<file path="config.mk">
export PLATFORM = sky130hd
export DESIGN_NAME = alu_exec_unit
export DESIGN_NICKNAME = d
export VERILOG_FILES = /design/src/rtl/alu_exec_unit.sv
export SDC_FILE = /design/constraint.sdc
export NUM_CORES = 1
export LEC_CHECK = 0
export BUFFER_PORTS_ARGS = -buffer_cell sky130_fd_sc_hd__buf_4
export CORE_UTILIZATION = 45
export CTS_BUF_LIST = sky130_fd_sc_hd__clkbuf_8
export CTS_CLUSTER_DIAMETER = 50
export DETAILED_ROUTE_END_ITERATION = 16
export PLACE_DENSITY_LB_ADDON = 0.25
export SKIP_CTS_REPAIR_TIMING = 1
export SLEW_MARGIN = 10
export SYNTH_ARGS = -nofsm -noshare
export SYNTH_HDL_FRONTEND = slang
export SYNTH_SLANG_ARGS = --single-unit
</file>
<file path="constraint.sdc">
create_clock -name clk -period 7.5 [get_ports clk]
set_clock_uncertainty 0.05 [all_clocks]
set_input_delay 0.375 -clock clk [delete_from_list [all_inputs] [get_ports clk]]
set_output_delay 0.375 -clock clk [all_outputs]
set_load 0.02 [all_outputs]
</file>
<file path="src/rtl/alu_exec_unit.sv">
// rtl/alu_exec_unit.sv - execute-stage ALU: single-cycle logic/arith/compare, bit-serial shifts, optional iterative multiply (ALU_EXEC_MUL_EN)
module alu_exec_unit #(
  parameter  int XLEN = 32,
  localparam int SHW  = $clog2(XLEN)
) (
  input  logic            clk,
  input  logic            rst_n,
  input  logic            in_valid,
  output logic            in_ready,
  input  logic [3:0]      alu_ctrl,
  input  logic [XLEN-1:0] op_a,
  input  logic [XLEN-1:0] op_b,
  output logic            out_valid,
  input  logic            out_ready,
  output logic [XLEN-1:0] result,
  output logic            zero,
  output logic            illegal
);

  localparam int CW = SHW + 1;

  typedef enum logic [1:0] {S_IDLE, S_SHIFT, S_MUL, S_DONE} state_t;

  state_t          state_q, state_d;
  logic [3:0]      ctrl_q, ctrl_d;
  logic [XLEN-1:0] data_q, data_d;
  logic [CW-1:0]   cnt_q, cnt_d;
  logic [XLEN-1:0] result_q, result_d;
  logic            zero_q, zero_d;
  logic            illegal_q, illegal_d;
`ifdef ALU_EXEC_MUL_EN
  logic [XLEN-1:0] mplr_q, mplr_d;
  logic [XLEN-1:0] acc_q, acc_d;
  logic [XLEN-1:0] acc_next;
`endif

  logic [SHW-1:0]  shamt;
  logic            is_shift;
  logic            is_mul;
  logic [XLEN-1:0] alu_res;
  logic            alu_ill;
  logic [XLEN-1:0] shift_step;

  assign shamt    = op_b[SHW-1:0];
  assign is_shift = (alu_ctrl == 4'b0111) || (alu_ctrl == 4'b1000) || (alu_ctrl == 4'b1001);
`ifdef ALU_EXEC_MUL_EN
  assign is_mul   = (alu_ctrl == 4'b1010);
`else
  assign is_mul   = 1'b0;
`endif

  // Single-cycle result; shifts only reach here with a zero shift amount, so they pass op_a
  always_comb begin
    alu_res = '0;
    alu_ill = 1'b0;
    case (alu_ctrl)
      4'b0000: alu_res = op_a & op_b;
      4'b0001: alu_res = op_a | op_b;
      4'b0010: alu_res = op_a ^ op_b;
      4'b0011: alu_res = op_a + op_b;
      4'b0100: alu_res = op_a - op_b;
      4'b0101: alu_res = {{(XLEN-1){1'b0}}, ($signed(op_a) < $signed(op_b))};
      4'b0110: alu_res = {{(XLEN-1){1'b0}}, (op_a < op_b)};
      4'b0111, 4'b1000, 4'b1001: alu_res = op_a;
      default: alu_ill = 1'b1;
    endcase
  end

  // One-bit shift step for the serial shifter; SRA replicates the sign bit
  always_comb begin
    case (ctrl_q)
      4'b0111: shift_step = {data_q[XLEN-2:0], 1'b0};
      4'b1000: shift_step = {1'b0, data_q[XLEN-1:1]};
      default: shift_step = {data_q[XLEN-1], data_q[XLEN-1:1]};
    endcase
  end

  // State register
  always_ff @(posedge clk) begin
    if (!rst_n) state_q <= S_IDLE;
    else        state_q <= state_d;
  end

  // Next-state logic
  always_comb begin
    state_d = state_q;
    case (state_q)
      S_IDLE: begin
        if (in_valid) begin
          if (is_mul)                          state_d = S_MUL;
          else if (is_shift && (shamt != '0)) state_d = S_SHIFT;
          else                                 state_d = S_DONE;
        end
      end
      S_SHIFT: if (cnt_q == CW'(1)) state_d = S_DONE;
`ifdef ALU_EXEC_MUL_EN
      S_MUL:   if (cnt_q == CW'(1)) state_d = S_DONE;
`endif
      S_DONE:  if (out_ready) state_d = S_IDLE;
      default: state_d = S_IDLE;
    endcase
  end

  // Handshake outputs decoded from state
  always_comb begin
    in_ready  = (state_q == S_IDLE);
    out_valid = (state_q == S_DONE);
  end

  // Datapath next-state: latch on accept, iterate in SHIFT/MUL, publish result on completion
  always_comb begin
    ctrl_d    = ctrl_q;
    data_d    = data_q;
    cnt_d     = cnt_q;
    result_d  = result_q;
    zero_d    = zero_q;
    illegal_d = illegal_q;
`ifdef ALU_EXEC_MUL_EN
    mplr_d    = mplr_q;
    acc_d     = acc_q;
    acc_next  = mplr_q[0] ? (acc_q + data_q) : acc_q;
`endif
    case (state_q)
      S_IDLE: begin
        if (in_valid) begin
          ctrl_d = alu_ctrl;
          data_d = op_a;
          cnt_d  = CW'(shamt);
`ifdef ALU_EXEC_MUL_EN
          mplr_d = op_b;
          acc_d  = '0;
          if (is_mul) cnt_d = CW'(XLEN);
`endif
          if (!is_mul && !(is_shift && (shamt != '0))) begin
            result_d  = alu_res;
            zero_d    = (alu_res == '0);
            illegal_d = alu_ill;
          end
        end
      end
      S_SHIFT: begin
        data_d = shift_step;
        cnt_d  = cnt_q - CW'(1);
        if (cnt_q == CW'(1)) begin
          result_d  = shift_step;
          zero_d    = (shift_step == '0);
          illegal_d = 1'b0;
        end
      end
`ifdef ALU_EXEC_MUL_EN
      S_MUL: begin
        acc_d  = acc_next;
        data_d = {data_q[XLEN-2:0], 1'b0};
        mplr_d = {1'b0, mplr_q[XLEN-1:1]};
        cnt_d  = cnt_q - CW'(1);
        if (cnt_q == CW'(1)) begin
          result_d  = acc_next;
          zero_d    = (acc_next == '0);
          illegal_d = 1'b0;
        end
      end
`endif
      default: ;
    endcase
  end

  // Datapath registers; reset clears the visible result and abandons any in-flight op
  always_ff @(posedge clk) begin
    if (!rst_n) begin
      ctrl_q    <= '0;
      data_q    <= '0;
      cnt_q     <= '0;
      result_q  <= '0;
      zero_q    <= 1'b0;
      illegal_q <= 1'b0;
`ifdef ALU_EXEC_MUL_EN
      mplr_q    <= '0;
      acc_q     <= '0;
`endif
    end else begin
      ctrl_q    <= ctrl_d;
      data_q    <= data_d;
      cnt_q     <= cnt_d;
      result_q  <= result_d;
      zero_q    <= zero_d;
      illegal_q <= illegal_d;
`ifdef ALU_EXEC_MUL_EN
      mplr_q    <= mplr_d;
      acc_q     <= acc_d;
`endif
    end
  end

  assign result  = result_q;
  assign zero    = zero_q;
  assign illegal = illegal_q;

endmodule
</file>
==> results.json <==
{
  "crit_buf_inv": 3,
  "clkTransAtPathRegs_ns": 0.09,
  "cts_inserted_buffers": 9,
  "wire_per_inst_um": 22.1,
  "drt_pass1_iterations": 6,
  "cts_tree": "built",
  "grt_first_pass_wirelength_um": 58300,
  "slowest_stage": "or4_4",
  "fmax_mhz": 228,
  "slew_headroom": 0.303,
  "synthArstFlopShare": 0,
  "dp.final_hpwl_um": 28300,
  "ys_types": 91,
  "tightestPinTransition_ns": 1.04,
  "synth_area_leaders": "dfxtp_1, ha_1, a21oi_1",
  "hold_ws_ns": 0.274,
  "vias": 11330,
  "postSynthAreaPerCell_sq_um": 7.06,
  "rsz0062_at_grt": "no",
  "outcome": "complete, no violations",
  "nFillCells": 2214,
  "ys.flop_type": "dfxtp_1",
  "synth_simple_gate_area_frac": 0.239,
  "synth_cells": 1409,
  "clock_path_buffers": 2,
  "rows": 54,
  "die_x_um": 151,
  "io_buffer_count": 107,
  "synth_top_family_by_area": "compound AO/OA/AOI/OAI gates",
  "htree_levels": 3,
  "end_kind": "register",
  "p_leak_uw": 0.00477,
  "irDropWorstVdd_mv": 0.0718,
  "die_h_um": 151,
  "diodes": 0,
  "cp.arrival_ns": 4.62,
  "synth-compound-area-share": 0.353,
  "synth_top_area_cell": "dfxtp_1",
  "grt_max_degree": 81,
  "critPathMaxFanout": 4,
  "drc": 0,
  "ys_ff_latch": 78,
  "seq_area_frac_synth": 0.157,
  "ys_warn_count": 0,
  "vias_per_cell": 6.56,
  "synth_area_sq_um": 9950,
  "min_period_over_period": 0.585,
  "syn_to_final_growth_pct": 11.2,
  "mostFrequentLayoutCells": "a21oi_1, nand2_1, buf_4",
  "synth_edf_count": 0,
  "totalWireLength_um": 38100,
  "synthAdderAreaFrac": 0.131,
  "setup_violations": 0,
  "grt_use_total": 0.336,
  "coreArea_sq_um": 21800,
  "cp_top_family": "simple AND/OR/NAND/NOR gates",
  "min_period_ns": 4.39,
  "crit_type": "in2reg",
  "ios": 108,
  "ant_nets": 0,
  "nets": 1619,
  "setup-tns-final_ns": 0,
  "die_area_sq_um": 22700,
  "antenna_found_initial": 0,
  "synth-xor-area-share": 0.00616,
  "final_common_cell": "a21oi_1",
  "required_ns": 7.72,
  "drv_slew": 0,
  "clock_sinks": 78,
  "drive_gt1_frac": 0.129,
  "routabilityCongestion": 0.973,
  "first_global_vias": 10169,
  "syn_nets": 1584,
  "synth_top_area_frac": 0.157,
  "crit_path_start_kind": "primary input",
  "max_stage_delay_ns": 0.59,
  "final_hold_viol_count": 0,
  "path_cells": "buf_4 -> inv_1 -> ha_1 -> inv_1 -> fa_1 -> nor2b_1 -> o211a_1 -> o211a_1 -> or4_4 -> nand3_1 -> nor3b_1 -> o221a_2 -> o21ai_0 -> or3_1 -> or3_1 -> o41ai_2",
  "drv_cap": 0,
  "drt-initial-drc-count": 1336,
  "initial_utilization": 0.457,
  "muxShareOfSynthArea": 0.0348,
  "powerDensity_nw_per_um2": 145,
  "clockRootBuffer": "clkbuf_8",
  "overflow": 0,
  "clk_latency_ns": 0.37,
  "hold_class": "in2reg"
}
## final timing paths
path | slack (ns) | endpoint | depth (start not counted) | start
hold reg to reg | 0.41 | result[21] | 2 | result[21]
setup reg to reg | 3.82 | zero | 12 | state_q[0]
hold / removal | 0.27 | data_q[3] | 3 | op_a[3]
setup / recovery | 3.11 | zero | 16 | op_a[0]
## worst reg2reg max path, delay by kind of cell (launching register included)
| kind | cells | cell delay (ns) |
|---|---|---|
| buf+inv | 2 | 0.47 |
| compound gates | 4 | 0.97 |
| flops | 1 | 0.33 |
| simple gates | 6 | 1.78 |
## synth_stat cells, drive strengths merged, types with 17 or more instances
cell type  instances
a21oi            139
nand2            138
nor2             102
ha               101
inv               99
o21ai             88
dfxtp             78
clkbuf            75
nand3             46
nor2b             42
a221oi            31
mux2i             29
nor3              28
buf               25
o22ai             23
a21boi            22
a211oi            21
a31oi             20
and2              20
nor4              17
## flip-flops by register name (all words and copies together), names as in the netlist
| signal | flops |
|---|---|
| data_q | 32 |
| illegal | 1 |
| cnt_q | 6 |
| ctrl_q | 4 |
| zero | 1 |
| result | 32 |
| state_q | 2 |
## power breakdown
group | internal [uW] | switching [uW]
Clock | 183 | 164
Combinational | 280 | 489
Sequential | 452 | 35.5
## kinds of logic (layout without fill, tap and decap cells)
group / count (synthesis) / after routing
buf+inv: 200 / 239
mux: 34 / 34
fa+ha+maj: 103 / 103
simple gates: 474 / 474
compound gates: 513 / 513
xor+xnor: 7 / 7
flops: 78 / 78
## area by class of cell
| type | count | area (sq um) | area share |
|---|---|---|---|
| multi-input combinational | 1131 | 7640 | 0.691 |
| sequential | 78 | 1560 | 0.141 |
| timing repair buffer | 124 | 931 | 0.0842 |
| inverter | 100 | 375 | 0.0339 |
| tap | 280 | 350 | 0.0317 |
| clock buffer | 9 | 124 | 0.0112 |
| clock inverter | 6 | 80.1 | 0.00724 |
## through the flow
stage | setup slack (ns) | instance area, sq um | util | cells | total power [uW]
after floorplan | 3.40 | 9950 | - | 1409 | 994
after global placement | 2.89 | 10900 | 0.499 | 1713 | 1240
after detailed placement | 2.83 | 10900 | 0.499 | 1713 | 1240
after CTS | 3.21 | 11100 | 0.508 | 1728 | 1580
after global routing | 2.95 | 11100 | 0.508 | 1728 | 1690
final | 3.11 | 11100 | 0.508 | 1728 | 1600
## layer usage
metal / vias up / part of all wire / track usage
li1: 5256 / - / -
met2: 608 / 0.42 / 0.507
met1: 5360 / 0.43 / 0.463
met4: 0 / 0.040 / 0.132
met3: 106 / 0.11 / 0.0724
met5: - / 0 / 0
(Power assumes the default switching activity.)
